===== config.mk =====
export PLATFORM = sky130hd
export DESIGN_NAME = ram_pattern_writer
export DESIGN_NICKNAME = d
export VERILOG_FILES = /design/src/rtl/ram_test_pkg.sv /design/src/rtl/ram_test_pattern_gen.sv /design/src/rtl/ram_pattern_writer.sv
export SDC_FILE = /design/constraint.sdc
export NUM_CORES = 1
export LEC_CHECK = 0
export ABC_AREA = 1
export CAP_MARGIN = 5
export CORE_MARGIN = 2
export CORE_UTILIZATION = 60
export DETAILED_ROUTE_END_ITERATION = 7
export DONT_BUFFER_PORTS = 1
export GPL_TIMING_DRIVEN = 0
export PLACE_DENSITY = 0.78
export SLEW_MARGIN = 40
export SYNTH_ARGS = -nofsm -noshare
export SYNTH_HDL_FRONTEND = slang
export SYNTH_SLANG_ARGS = --single-unit

===== constraint.sdc =====
create_clock -name clk -period 3.21 [get_ports clk]
set_clock_uncertainty 0.15 [all_clocks]
set_input_delay 0.321 -clock clk [delete_from_list [all_inputs] [get_ports clk]]
set_output_delay 0.321 -clock clk [all_outputs]
set_load 0.02 [all_outputs]

===== src/rtl/ram_test_pkg.sv =====
// Shared definitions for the RAM pattern test harness: FSM state codes,
// pattern identifiers and the number of patterns cycled through per loop.
package ram_test_pkg;

  typedef enum logic [7:0] {
    START    = 8'd1,
    WRITE    = 8'd2,
    VERIFY   = 8'd3,
    NEXT_PAT = 8'd4
  } state_t;

  typedef enum logic [1:0] {
    PAT_ADDR  = 2'd0,
    PAT_INV   = 2'd1,
    PAT_CHECK = 2'd2
  } pattern_t;

  localparam int NUM_PATTERNS = 3;

endpackage


===== src/rtl/ram_test_pattern_gen.sv =====
// Combinational test-pattern generator. Produces the data word for a given
// pattern id and address: the address itself, its inverse, or a checkerboard
// whose phase flips with the address LSB so neighbouring words differ.
module ram_test_pattern_gen
  import ram_test_pkg::*;
#(
  parameter int ADDR_WIDTH = 6,
  parameter int DATA_WIDTH = 1
) (
  input  logic [1:0]            sel,
  input  logic [ADDR_WIDTH-1:0] addr,
  output logic [DATA_WIDTH-1:0] data
);

  // The address is zero-extended first and then cut to the word width, so
  // either width relation works without special cases.
  logic [ADDR_WIDTH+DATA_WIDTH-1:0] addr_ext;
  logic [DATA_WIDTH-1:0]            addr_word;
  logic [DATA_WIDTH-1:0]            cb_word;
  logic                             unused_addr_bits;

  assign addr_ext         = {{DATA_WIDTH{1'b0}}, addr};
  assign addr_word        = addr_ext[DATA_WIDTH-1:0];
  assign unused_addr_bits = ^addr_ext;

  // Select the pattern word; checkerboard is ..1010 xor'd with the address LSB
  always_comb begin
    cb_word = '0;
    for (int i = 0; i < DATA_WIDTH; i++) begin
      cb_word[i] = (i % 2 == 1) ^ addr[0];
    end
    case (sel)
      PAT_INV:   data = ~addr_word;
      PAT_CHECK: data = cb_word;
      default:   data = addr_word;
    endcase
  end

endmodule


===== src/rtl/ram_pattern_writer.sv =====
// Memory test sequencer: fills the RAM under test with a pattern, reads each
// word back after the RAM's read latency, compares it with the regenerated
// pattern and records miscompares. Cycles through all patterns forever.
module ram_pattern_writer
  import ram_test_pkg::*;
#(
  parameter int ADDR_WIDTH   = 6,
  parameter int DATA_WIDTH   = 1,
  parameter int ADDRESS_STEP = 1,
  parameter int MAX_ADDRESS  = 63,
  parameter int READ_LATENCY = 1
) (
  input  logic                  clk,
  input  logic                  rst,
  output logic                  write_enable,
  output logic [ADDR_WIDTH-1:0] write_address,
  output logic [DATA_WIDTH-1:0] write_data,
  output logic [ADDR_WIDTH-1:0] read_address,
  input  logic [DATA_WIDTH-1:0] read_data,
  output logic                  loop_complete,
  output logic                  error,
  output logic [15:0]           error_count,
  output logic [7:0]            error_state,
  output logic [ADDR_WIDTH-1:0] error_address,
  output logic [DATA_WIDTH-1:0] expected_data,
  output logic [DATA_WIDTH-1:0] actual_data
);

  // One extra address bit so stepping past the top of the address space is
  // seen as "last address" instead of silently wrapping to zero.
  localparam logic [ADDR_WIDTH:0] STEP_EXT = (ADDR_WIDTH+1)'(ADDRESS_STEP);
  localparam logic [ADDR_WIDTH:0] MAX_EXT  = (ADDR_WIDTH+1)'(MAX_ADDRESS);
  localparam logic [1:0]          LAT      = 2'(READ_LATENCY);
  localparam logic [1:0]          LAST_PAT = 2'(NUM_PATTERNS - 1);

  state_t                state, state_next;
  logic [1:0]            pattern_sel;
  logic [1:0]            delay;
  logic [ADDR_WIDTH-1:0] addr;
  logic [ADDR_WIDTH:0]   next_addr;
  logic                  is_last;
  logic                  compare_due;
  logic                  miscompare;
  logic [DATA_WIDTH-1:0] pat_write;
  logic [DATA_WIDTH-1:0] pat_compare;

  assign next_addr   = {1'b0, addr} + STEP_EXT;
  assign is_last     = next_addr > MAX_EXT;
  assign compare_due = (state == VERIFY) && (delay == LAT);
  assign miscompare  = compare_due && (read_data != pat_compare);

  ram_test_pattern_gen #(
    .ADDR_WIDTH(ADDR_WIDTH),
    .DATA_WIDTH(DATA_WIDTH)
  ) u_pat_write (
    .sel (pattern_sel),
    .addr(addr),
    .data(pat_write)
  );

  ram_test_pattern_gen #(
    .ADDR_WIDTH(ADDR_WIDTH),
    .DATA_WIDTH(DATA_WIDTH)
  ) u_pat_compare (
    .sel (pattern_sel),
    .addr(addr),
    .data(pat_compare)
  );

  // State register
  always_ff @(posedge clk or posedge rst) begin
    if (rst) state <= START;
    else     state <= state_next;
  end

  // Next-state logic and memory strobes; write and read ports are idle outside their phase
  always_comb begin
    state_next    = state;
    write_enable  = 1'b0;
    write_address = '0;
    write_data    = '0;
    read_address  = '0;
    case (state)
      START: state_next = WRITE;
      WRITE: begin
        write_enable  = 1'b1;
        write_address = addr;
        write_data    = pat_write;
        if (is_last) state_next = VERIFY;
      end
      VERIFY: begin
        read_address = addr;
        if (compare_due && is_last) state_next = NEXT_PAT;
      end
      NEXT_PAT: state_next = START;
      default:  state_next = START;
    endcase
  end

  // Address sweep, read-latency delay counter, pattern selection and loop pulse
  always_ff @(posedge clk or posedge rst) begin
    if (rst) begin
      addr          <= '0;
      delay         <= '0;
      pattern_sel   <= '0;
      loop_complete <= 1'b0;
    end else begin
      case (state)
        START: begin
          addr          <= '0;
          delay         <= '0;
          loop_complete <= 1'b0;
        end
        WRITE: begin
          if (is_last) addr <= '0;
          else         addr <= next_addr[ADDR_WIDTH-1:0];
        end
        VERIFY: begin
          if (compare_due) begin
            delay <= '0;
            if (is_last) addr <= '0;
            else         addr <= next_addr[ADDR_WIDTH-1:0];
          end else begin
            delay <= delay + 2'd1;
          end
        end
        NEXT_PAT: begin
          if (pattern_sel < LAST_PAT) begin
            pattern_sel <= pattern_sel + 2'd1;
          end else begin
            pattern_sel   <= '0;
            loop_complete <= 1'b1;
          end
        end
        default: ;
      endcase
    end
  end

  // Miscompare capture: error pulses one cycle, details hold until the next miscompare
  always_ff @(posedge clk or posedge rst) begin
    if (rst) begin
      error         <= 1'b0;
      error_count   <= '0;
      error_state   <= '0;
      error_address <= '0;
      expected_data <= '0;
      actual_data   <= '0;
    end else begin
      error <= 1'b0;
      if (miscompare) begin
        error         <= 1'b1;
        if (error_count != 16'hFFFF) error_count <= error_count + 16'd1;
        error_state   <= VERIFY;
        error_address <= addr;
        expected_data <= pat_compare;
        actual_data   <= read_data;
      end
    end
  end

endmodule

==> results of run 1 <==
cells in the final DEF, fill, tap and decap left out, types with 2 or more instances in the layout:
cell type	instances
xor2_1	6
buf_6	3
nand3_1	16
dfrtp_1	39
clkinv_2	2
nor3_1	8
nor2_1	30
o21ai_2	3
nand3b_1	3
inv_1	29
xnor2_1	5
nand2_1	67
buf_4	7
o21ai_0	21
a21oi_1	3
nor2_4	2
conb_1	6
o21a_1	2
nor4_1	2
nand4_1	3
clkbuf_8	6
ha_1	3
nand2_4	3
inv_2	3
nand2_2	4
cell families (layout without fill, tap and decap cells):
kind of cell | count (synthesis) | in the layout | share of synthesized area
flip-flops | 40 | 40 | 0.446
AO/OA/AOI/OAI | 34 | 34 | 0.0920
AND/OR/NAND/NOR | 142 | 142 | 0.289
buffers and inverters | 44 | 55 | 0.0970
XOR/XNOR | 13 | 13 | 0.0574
adder cells (fa/ha/maj) | 3 | 3 | 0.0167
other | 1 | 6 | 0.00167
worst min path at each step:
stage,from,end,slack [ns],depth (start not counted)
6_report,read_data,expected_data$_DFFE_PP0P_,0.07,3
3_5_place_dp,rst,error_count[13]$_DFFE_PP0P_,0.02,1
5_1_grt,read_data,expected_data$_DFFE_PP0P_,0.11,3
2_1_floorplan,delay[1]$_DFFE_PP0P_,delay[1]$_DFFE_PP0P_,0.32,2
4_1_cts,read_data,expected_data$_DFFE_PP0P_,0.06,3
3_3_place_gp,delay[1]$_DFFE_PP0P_,delay[1]$_DFFE_PP0P_,0.33,2
sequential cells by signal, indices dropped and copies added, names as in the netlist, 2 cells and up:
| name | flops |
|---|---|
| addr | 6 |
| pattern_sel | 2 |
| error_count | 16 |
| state | 3 |
| error_address | 6 |
| delay | 2 |
timing repair:
action,4_1_cts,5_1_grt
hold buffers,1,0
buffers inserted,0,0
setup endpoints to repair,0,0
endpoints found under the hold margin,26,0
worst reg2reg max path, stage by stage (launching register included):
cell and delay [ns]:
dfrtp_1 0.57, ha_1 0.30, nand3_1 0.10, nor2_1 0.13, nand2_2 0.11, nor3_1 0.26, a21boi_0 0.19, nand2b_1 0.17
metal layers:
metal  wire, µm  vias to the layer above  track usage
met5          0                        -            0
met4         44                        0       0.0833
met3        285                        4       0.0702
met2       2370                       52        0.415
met1       1920                      821        0.285
li1           -                      895            -
power by group through the flow:
stage                     registers, mW  clock network [mW]  logic, mW
after floorplan                   0.513                   0     0.0206
after global placement            0.513                   0     0.0234
after global routing              0.503               0.372     0.0338
after detailed placement          0.513                   0     0.0301
final                             0.503               0.349     0.0303
after CTS                         0.503               0.355     0.0311
cell type report:
class                      count  area (µm²)  area share
timing repair buffer           3        52.6      0.0213
clock buffer                   6        82.6      0.0335
clock inverter                 2        10.0     0.00405
sequential                    40        1000       0.406
multi-input combinational    198        1040       0.423
buffer                        11        91.3      0.0370
inverter                      33         126      0.0512
tap                           48        60.1      0.0243
==> results.md, run 1 <==
* Tot Pwr at between 0.8 and 0.9 mW
* Hold Crit Class: primary input to flip-flop
* Count leader, synth: nand2_1
* Final period utilization at 0.725
* Most frequent cells after synthesis: 67 x nand2_1, 39 x dfrtp_1, 30 x inv_1, 30 x nor2_1, 21 x o21ai_0
* MaxCap Viol Count at 0
* CTS max path bufs at 2
* Initial Util at 0.618
* Mapped Avg Cell Area at 8.10 µm²
* Wire per inst at 13.5 µm
* Synth cell types at 37
* Post-route cell area at around 2500 µm²
* Vias in the first global route at 1705
* Relative slew slack at 0.671
* CP max FO at 8
* Worst slew pin tran at about 0.49 ns
* I/O Buffers at 0
* Final worst slack at between 0.8 and 0.9 ns
* Reg-to-Reg End: error_count[12]$_DFFE_PP0P_
* Seq cells post-synth at 40
* Min Hold Slack at around 0.072 ns
* R2R depth at 7
* Via count at roughly 1800
* Ant diodes at 0
* Crit-path slowest cell: dfrtp_1
* Syn Inst Count at about 280
* Crit. path cell count at 4
* Util after Layout at 0.679
* First drt pass iteration count at 4
* Fin. Hold Viols at 0
* Status: finished, final reports clean
* Most frequent CP cell: nor2_1
* Clock group share of total power at 0.395
* Initial DRC count at around 110
* Final WL at approximately 4600 µm
* Dpl ws at 1.17 ns
* Critical path launch point type: flip-flop
* Timing endpoint of the critical path: write_data
* CTS tree: done
* Post-placement cell area at 2370 µm²
* Final setup vio count at 0
* Largest net degree at the start of global routing at 17
* H-tree level count at 2
* Total Routing Usage GR at 0.240
* DRT antenna net count at 0
* CTS Sinks at 40
* Die Footprint at between 4000 and 5000 µm²
* Post-synth top area share at 0.435
* First-pass GRT wire length at 7720 µm
* Die height at about 65 µm
* R2r setup slk at between 1 and 1.5 ns
* Int Pwr at between 0.6 and 0.7 mW
* Worst flop-to-flop path startpoint: error_count[0]$_DFFE_PP0P_
* TNS Setup at 0 ns
* Sequential-to-total area share from yosys stat at 0.446
* CP max stage delay at between 0.4 and 0.5 ns
* Non-Filler Instances at roughly 340
* Area delta synth->final at 9.98%
* WP data arrival at around 1.9 ns
* IO Pins at 51
* Crit path from: state[1]$_DFFE_PP0P_
* Crit path cell chain: nand2_1 > nor2_1 > inv_1 > nor2_1
* Req. time, crit path at 2.74 ns
* CP top delay family: simple AND/OR/NAND/NOR gates
* Std-Cell Rows at 22
* Yosys warns at 0
* Max VDD drop at 0.325 mV
* LEAKAGE at 1.23 nW
* Post_cts resized at 0
* Tmin final at ~2.3 ns
* Sequential share of power at 0.570
* Num CTS Buffers at 5
* Netlist Area Pre-Place at 2240 µm²
* Pwr per Cell Area at roughly 360 nW/µm²
* WP buf/inv at 1
* Hpwl dp at ~3500 µm
* Residual DRC at 0
* Vias/cell at 5.20
* Root Buffer: clkbuf_8
* Placed cells at about 330
* NetSw at 0.196 mW
* CP endpoint kind: output port
* Dominant synthesized flop cell: dfrtp_1
* F_max at approximately 430 MHz
* Gp weighted congestion at about 0.97
* Top cells by area, synth: dfrtp_1 43%, nand2_1 11%, inv_1 5.0%
* Share of cells above drive strength 1 at 0.150
* Comb pwr share at 0.034
* Number of synthesized flops with an enable pin at 0
* Initial antenna violation count at 0
* Clk pin slew, worst setup/hold paths at 0.07 ns
* CP Class: flip-flop to output port
* Yosys top cell by area: dfrtp_1
* Switching share of total power at 0.222
* Aggregate global routing overflow at 0
* RSZ-0062 raised after global routing: no
* Core area at approximately 3600 µm²
* Clk_lat worst skew at slightly below 0.3 ns
* Nets at 298
* Ys async rst share at 1.00
* Max-slew violation count at 0
* # fillers at 310
* Die W at roughly 65 µm
No activity file was read; power rests on OpenSTA's default activity.
==> run 2: changes to the inputs <==
ABC_AREA = 0   (was 1)
CORE_UTILIZATION = 56   (was 60)
PLACE_DENSITY = 0.76   (was 0.78)
clock period = 2.08 ns   (was 3.21 ns; I/O delays follow)
==> run 2 against run 1 <==
Net effect:
- the run now ends with negative setup slack left
- power grew 56%
- wire length grew 15%
- first-iteration DRC count grew 57%
- flip-flop and latch count is the same
- final cell count shrank 15%
- sequential share of layout area shrank 3.7 points
- hold slack gained 0.17 ns
- combinational power grew 82%
- count of clock-buffer cells in the layout is the same
- critical path depth grew 5
- global-route usage grew 0.87 points
- die area grew 1.4%
- largest power group unchanged
- highest routed layer unchanged
==> results.md, run 2 <==
* Most frequent cells after synthesis: 39 x dfrtp_1, 16 x nand2_1, 15 x xnor2_1 (was 67 x nand2_1, 39 x dfrtp_1, 30 x inv_1, 30 x nor2_1, 21 x o21ai_0)
* WP data arrival at 2.38 ns (was 1.85 ns)
* Dpl ws at -0.366 ns (was 1.17 ns)
* Max-slew violation count at 0 (unchanged)
* Top cells by area, synth: dfrtp_1 46%, xnor2_1 6.2%, mux2_1 4.2% (was dfrtp_1 43%, nand2_1 11%, inv_1 5.0%)
* CP endpoint kind: flip-flop (was output port)
* Final setup vio count at 16 (was 0)
* CTS Sinks at 40 (unchanged)
* Final WL at 5300 µm (was 4610 µm)
* Largest net degree at the start of global routing at 22 (was 17)
* Clock group share of total power at 0.391 (was 0.395)
* Wire per inst at 18.3 µm (was 13.5 µm)
* Share of cells above drive strength 1 at 0.343 (was 0.150)
* Most frequent CP cell: buf_6 (was nor2_1)
* DRT antenna net count at 0 (unchanged)
* Commonest non-fill, non-tap cells in the layout: 34 x dfrtp_1, 28 x buf_4, 15 x xnor2_1 (was 67 x nand2_1, 39 x dfrtp_1, 30 x nor2_1)
* Die W at 65.6 µm (was 65.2 µm)
* IO Pins at 51 (unchanged)
* Largest regs: error_count: 16 flops, addr: 6 flops, error_address: 6 flops (unchanged)
* CP max stage delay at 0.43 ns (was 0.46 ns)
* TNS Setup at -1.39 ns (was 0 ns)
* R2R depth at 9 (was 7)
* Ys async rst share at 1.00 (unchanged)
* Initial DRC count at 168 (was 107)
* Hold Crit Class: primary input to async pin (was primary input to flip-flop)
* Final period utilization at 1.12
* WP buf/inv at 4 (was 1)
* Crit path cell chain: buf_6 > buf_6 > and4_1 > a2111o_1 > a221oi_4 > buf_4 > buf_6 > o211ai_1 > o311ai_2 (was nand2_1 > nor2_1 > inv_1 > nor2_1)
* Die height at 65.6 µm (was 65.2 µm)
* First drt pass iteration count at 4 (unchanged)
* Switching share of total power at 0.227 (was 0.222)
* Residual DRC at 0 (unchanged)
* Number of synthesized flops with an enable pin at 0 (unchanged)
* NetSw at 0.313 mW (was 0.196 mW)
* Synth cell types at 48 (was 37)
* Die Footprint at 4310 µm² (was 4250 µm²)
* Post-placement cell area at 2270 µm² (was 2370 µm²)
* Commonest non-fill, non-tap cell in the layout: dfrtp_1 (was nand2_1)
* Pwr per Cell Area at 505 nW/µm² (was 358 nW/µm²)
* Comb pwr share at 0.040 (was 0.034)
* Max reg flops at 16 (unchanged)
* Critical path launch point type: flip-flop (unchanged)
* Max VDD drop at 0.505 mV (was 0.325 mV)
* H-tree level count at 2 (unchanged)
* Nets at 247 (was 298)
* Failing checks: negative setup slack
* Std-Cell Rows at 22 (unchanged)
* Clk_lat worst skew at 0.30 ns (was 0.29 ns)
* Root Buffer: clkbuf_8 (unchanged)
* Total Routing Usage GR at 0.249 (was 0.240)
* Relative slew slack at 0.658 (was 0.671)
* Fin. Hold Viols at 0 (unchanged)
* # fillers at 237 (was 310)
* Clk pin slew, worst setup/hold paths at 0.08 ns (was 0.07 ns)
* Ant diodes at 0 (unchanged)
* Dominant synthesized flop cell: dfrtp_1 (unchanged)
* CP Class: flip-flop to flip-flop (was flip-flop to output port)
* I/O Buffers at 0 (unchanged)
* Vias in the first global route at 1688 (was 1705)
* Area delta synth->final at 28.4% (was 9.98%)
* Status: finished with violations (was finished, final reports clean)
* Initial Util at 0.581 (was 0.618)
* First-pass GRT wire length at 8070 µm (was 7720 µm)
* Gp weighted congestion at 0.799 (was 0.970)
* Tmin final at between 2 and 2.5 ns
* F_max at approximately 430 MHz
* Sequential-to-total area share from yosys stat at 0.471 (was 0.446)
* Placed cells at 255 (was 332)
* Sequential share of power at 0.569 (was 0.570)
* Seq cells post-synth at 40 (unchanged)
* CTS tree: done (unchanged)
* CP top delay family: compound AO/OA/AOI/OAI gates (was simple AND/OR/NAND/NOR gates)
* RSZ-0062 raised after global routing: yes (was no)
* Crit. path cell count at 9 (was 4)
* Largest Register: error_count (unchanged)
* Netlist Area Pre-Place at 2130 µm² (was 2240 µm²)
* Final worst slack at -0.245 ns (was 0.884 ns)
* Count leader, synth: dfrtp_1 (was nand2_1)
* Req. time, crit path at 2.13 ns (was 2.74 ns)
* Non-Filler Instances at 290 (was 341)
* Num CTS Buffers at 5 (unchanged)
* Initial antenna violation count at 0 (unchanged)
* Yosys top cell by area: dfrtp_1 (unchanged)
* Yosys warns at 0 (unchanged)
* Crit-path slowest cell: dfrtp_1 (unchanged)
* CP max FO at 8 (unchanged)
* Post-route cell area at 2730 µm² (was 2470 µm²)
* Via count at 1741 (was 1772)
* Post-synth top area share at 0.459 (was 0.435)
* Int Pwr at 1.07 mW (was 0.687 mW)
* CTS max path bufs at 2 (unchanged)
* Mapped Avg Cell Area at 10.6 µm² (was 8.10 µm²)
* Vias/cell at 6.00 (was 5.20)
* Hpwl dp at 3170 µm (was 3480 µm)
* Aggregate global routing overflow at 0 (unchanged)
* MaxCap Viol Count at 0 (unchanged)
* Syn Inst Count at 201 (was 277)
* Worst slew pin tran at 0.513 ns (was 0.490 ns)
* Core area at 3660 µm² (was 3630 µm²)
* LEAKAGE at 1.32 nW (was 1.23 nW)
==> run 2: changes by cell type in the layout (fill, tap and decap cells not counted), sizes merged, moves of 7 or more <==
cell,delta
buf,+26
xnor2,+9
and2,+9
inv,-27
nand2,-58
nor3,-7
o21ai,-21
and3,+10
mux2,+9
nor2,-22
==> run 2: layout make-up <==
cell class	instances	area, µm²	area share
plain buffers	12	101	0.0371
multi-input cells	146	1170	0.429
clock buffers	6	82.6	0.0302
clock inverters	2	10.0	0.00367
inverters	6	25.0	0.00917
flip-flops and latches	40	1010	0.369
well taps	48	60.1	0.0220
repair buffers	30	273	0.0999
==> run 2: cells by family (layout without fill, tap and decap cells) <==
group,Yosys count,in the layout,synth area share
and+or+nand+nor,82,82,0.216
DFF,40,40,0.471
AOI/OAI and AO/OA,26,26,0.0982
buffers and inverters,20,56,0.0571
xor gates and xnor gates,17,17,0.0765
muxes,12,12,0.0618
adders and majority gates,3,3,0.0176
other,1,6,0.00176
==> run 2: path summary, 6_finish.rpt <==
| check | startpoint | endpoint | slack [ns] |
|---|---|---|---|
| setup / recovery | addr[0]$_DFFE_PP0P_ | addr[5]$_DFFE_PP0P_ | -0.24 |
| hold / removal | rst | actual_data$_DFFE_PP0P_ | 0.24 |
| setup reg to reg | addr[0]$_DFFE_PP0P_ | addr[5]$_DFFE_PP0P_ | -0.24 |
| hold reg to reg | delay[1]$_DFFE_PP0P_ | delay[1]$_DFFE_PP0P_ | 0.39 |
| max in group asynchronous | rst | error_count[2]$_DFFE_PP0P_ | 1.07 |
| min in group clk | read_data | error$_DFF_PP0_ | 0.32 |
==> run 2: timing repair <==
| action | 4_1_cts | 5_1_grt |
|---|---|---|
| setup endpoints to repair | 33 | 31 |
| hold endpoints to repair | 21 | 0 |
| hold buffers | 2 | 0 |
| pin swaps | 10 | 13 |
| gates resized for setup | 24 | 18 |
| setup buffers | 20 | 6 |
| cloned | 0 | 1 |
==> run 2: worst register-to-register path: cells and delay by family, from the launching register on <==
family / cells / cell delay (ns)
DFF: 1 / 0.43
buffers and inverters: 4 / 0.57
AOI/OAI and AO/OA: 4 / 0.92
and+or+nand+nor: 1 / 0.15
==> run 2: power by group through the flow <==
stage	sequential, mW	clock, mW	combinational [mW]
after global placement	0.799	0	0.0416
after detailed placement	0.799	0	0.0490
after CTS	0.784	0.539	0.0531
after global routing	0.784	0.587	0.0608
final	0.784	0.539	0.0550
after floorplan	0.799	0	0.0373
==> run 2: layer usage <==
| layer | global-route usage | vias up | wire, µm |
|---|---|---|---|
| li1 | - | 782 | - |
| met1 | 0.287 | 858 | 1920 |
| met2 | 0.443 | 89 | 2920 |
| met3 | 0.0651 | 12 | 352 |
| met4 | 0.0859 | 0 | 108 |
| met5 | 0 | - | 0 |
==> run 2: through the flow <==
stage                     utilization  hold slack, ns  power (mW)
after floorplan                     -           0.150       0.836
after global placement          0.612           0.157       0.841
after detailed placement        0.621         -0.0100       0.848
after CTS                       0.718           0.252        1.38
after global routing            0.746           0.269        1.43
final                           0.746           0.238        1.38
==> run 3: changes to the inputs <==
CORE_UTILIZATION = 60   (was 56)
PLACE_DENSITY = 0.78   (was 0.76)
RECOVER_POWER = 50   (was default)
clock period = 2.6 ns   (was 2.08 ns; I/O delays follow)
==> run 3 against run 2 <==
Net effect:
- sequential power fell by 20%
- critical path type unchanged
- via count decreased by 8.1%
- critical path depth decreased by 3
- cell area fell by 16%
- the flow now finishes without violations
- power down 30%
==> results.md, run 3 (synthesized netlist as in run 2, its figures left out) <==
* Status: finished, final reports clean (was finished with violations)
* Ant diodes at 0 (unchanged)
* Die height at 63.5 µm (was 65.6 µm)
* Nets at 223 (was 247)
* Share of cells above drive strength 1 at 0.124 (was 0.343)
* LEAKAGE at 1.11 nW (was 1.32 nW)
* Initial DRC count at 173 (was 168)
* F_max at 400 MHz (was 430 MHz)
* Pwr per Cell Area at 422 nW/µm² (was 505 nW/µm²)
* Initial antenna violation count at 0 (unchanged)
* CP Class: flip-flop to flip-flop (unchanged)
* IO Pins at 51 (unchanged)
* Final period utilization at 0.962 (was 1.12)
* Max reg flops at 16 (unchanged)
* Std-Cell Rows at 21 (was 22)
* H-tree level count at 2 (unchanged)
* Clk pin slew, worst setup/hold paths at 0.12 ns (was 0.08 ns)
* Commonest non-fill, non-tap cells in the layout: 39 x dfrtp_1, 16 x nand2_1, 15 x xnor2_1 (was 34 x dfrtp_1, 28 x buf_4, 15 x xnor2_1)
* Vias in the first global route at 1677 (was 1688)
* CTS tree: done (unchanged)
* I/O Buffers at 0 (unchanged)
* CTS max path bufs at 2 (unchanged)
* Worst slew pin tran at 0.917 ns (was 0.513 ns)
* Vias/cell at 6.08 (was 6.00)
* Die Footprint at 4040 µm² (was 4310 µm²)
* Relative slew slack at 0.389 (was 0.658)
* Max-slew violation count at 0 (unchanged)
* Worst flop-to-flop path startpoint: addr[1]$_DFFE_PP0P_ (was addr[0]$_DFFE_PP0P_)
* Die W at 63.5 µm (was 65.6 µm)
* Initial Util at 0.632 (was 0.581)
* Final setup vio count at 0 (was 16)
* Hpwl dp at 3290 µm (was 3170 µm)
* First drt pass iteration count at 4 (unchanged)
* MaxCap Viol Count at 0 (unchanged)
* Tot Pwr at 0.966 mW (was 1.38 mW)
* Core area at 3360 µm² (was 3660 µm²)
* Tmin final at 2.50 ns (was 2.32 ns)
* Min Hold Slack at 0.355 ns (was 0.238 ns)
* RSZ-0062 raised after global routing: no (was yes)
* Final WL at 4530 µm (was 5300 µm)
* Wire per inst at 17.2 µm (was 18.3 µm)
* WP data arrival at 2.62 ns (was 2.38 ns)
* Req. time, crit path at 2.71 ns (was 2.13 ns)
* First-pass GRT wire length at 7600 µm (was 8070 µm)
* # fillers at 298 (was 237)
* Root Buffer: clkbuf_4 (was clkbuf_8)
* Total Routing Usage GR at 0.242 (was 0.249)
* Largest regs: error_count: 16 flops, addr: 6 flops, error_address: 6 flops (unchanged)
* Max VDD drop at 0.321 mV (was 0.505 mV)
* Critical path launch point type: flip-flop (unchanged)
* Via count at 1600 (was 1741)
* Commonest non-fill, non-tap cell in the layout: dfrtp_1 (unchanged)
* Fin. Hold Viols at 0 (unchanged)
* Crit path from: addr[1]$_DFFE_PP0P_ (was addr[0]$_DFFE_PP0P_)
* Largest net degree at the start of global routing at 24 (was 22)
* TNS Setup at 0 ns (was -1.39 ns)
* Largest Register: error_count (unchanged)
* CP endpoint kind: flip-flop (unchanged)
* Aggregate global routing overflow at 0 (unchanged)
* Hold Crit Class: flip-flop to flip-flop (was primary input to async pin)
* Num CTS Buffers at 5 (unchanged)
* Residual DRC at 0 (unchanged)
* Area delta synth->final at 7.65% (was 28.4%)
* Hold_sp: delay[0]$_DFFE_PP0P_
* CTS Sinks at 40 (unchanged)
* Clk_lat worst skew at 0.36 ns (was 0.30 ns)
* Gp weighted congestion at 0.788 (was 0.799)
* CP max FO at 10 (was 8)
* DRT antenna net count at 0 (unchanged)
==> run 3: cell types whose count changed in the layout (fill, tap and decap cells not counted), moves of 3 or more <==
cell,delta
buf_4,-19
buf_6,-8
dfrtp_2,-5
clkbuf_1,+3
dfrtp_1,+5
clkbuf_8,-6
clkbuf_4,+5
nor2_1,+3
==> run 3: path summary, 6_finish.rpt <==
check	end	slack, ns	cells past startpoint
worst max-delay path	addr[5]$_DFFE_PP0P_	0.1	6
worst min-delay path	delay[0]$_DFFE_PP0P_	0.35	1
worst max register to register	addr[5]$_DFFE_PP0P_	0.1	6
worst min register to register	delay[0]$_DFFE_PP0P_	0.35	1
max in group asynchronous	error_address[3]$_DFFE_PP0P_	0.62	3
min in group asynchronous	actual_data$_DFFE_PP0P_	0.37	2
==> run 3: final cells by class <==
| class | count | area [µm²] | share of cell area |
|---|---|---|---|
| clock inverters | 2 | 12.5 | 0.00546 |
| clock buffers | 5 | 37.5 | 0.0164 |
| plain buffers | 14 | 98.8 | 0.0432 |
| multi-input cells | 146 | 1030 | 0.449 |
| well taps | 46 | 57.6 | 0.0251 |
| inverters | 6 | 22.5 | 0.00984 |
| repair buffers | 4 | 31.3 | 0.0137 |
| flip-flops and latches | 40 | 1000 | 0.438 |
==> run 3: timing repair <==
action                     4_1_cts  5_1_grt
buffers inserted                 1        0
hold endpoints to repair        23        0
gates resized for setup          0        0
hold buffers                     2        0
setup endpoints to repair        1        0
==> run 3: metal layers <==
metal	wire length (µm)	GRT usage	vias to the layer above
met5	0	0	-
met4	95	0.0951	0
met3	361	0.0875	13
met2	2260	0.397	75
met1	1810	0.288	786
li1	-	-	726
==> run 3: critical path, cell delays in order (launching register included) <==
cell      delay [ns]
dfrtp_1         0.53
ha_1            0.36
nand2b_1        0.19
a2111o_1        0.48
a221oi_4        0.28
nand4_1         0.16
o311ai_1        0.25
==> run 3: stage by stage <==
stage	cells	cell area [µm²]	worst slack [ns]	util
after floorplan	206	2150	0.261	-
after global placement	252	2200	0.0591	0.655
final	263	2290	0.0977	0.681
after global routing	263	2290	0.00783	0.681
after CTS	263	2310	0.109	0.688
after detailed placement	253	2240	-0.0502	0.665
==> run 3: power breakdown <==
part           switching, mW  leakage [nW]  internal, mW
logic                 0.0247         0.564        0.0118
registers            0.00369         0.517         0.623
clock network          0.204        0.0271        0.0985
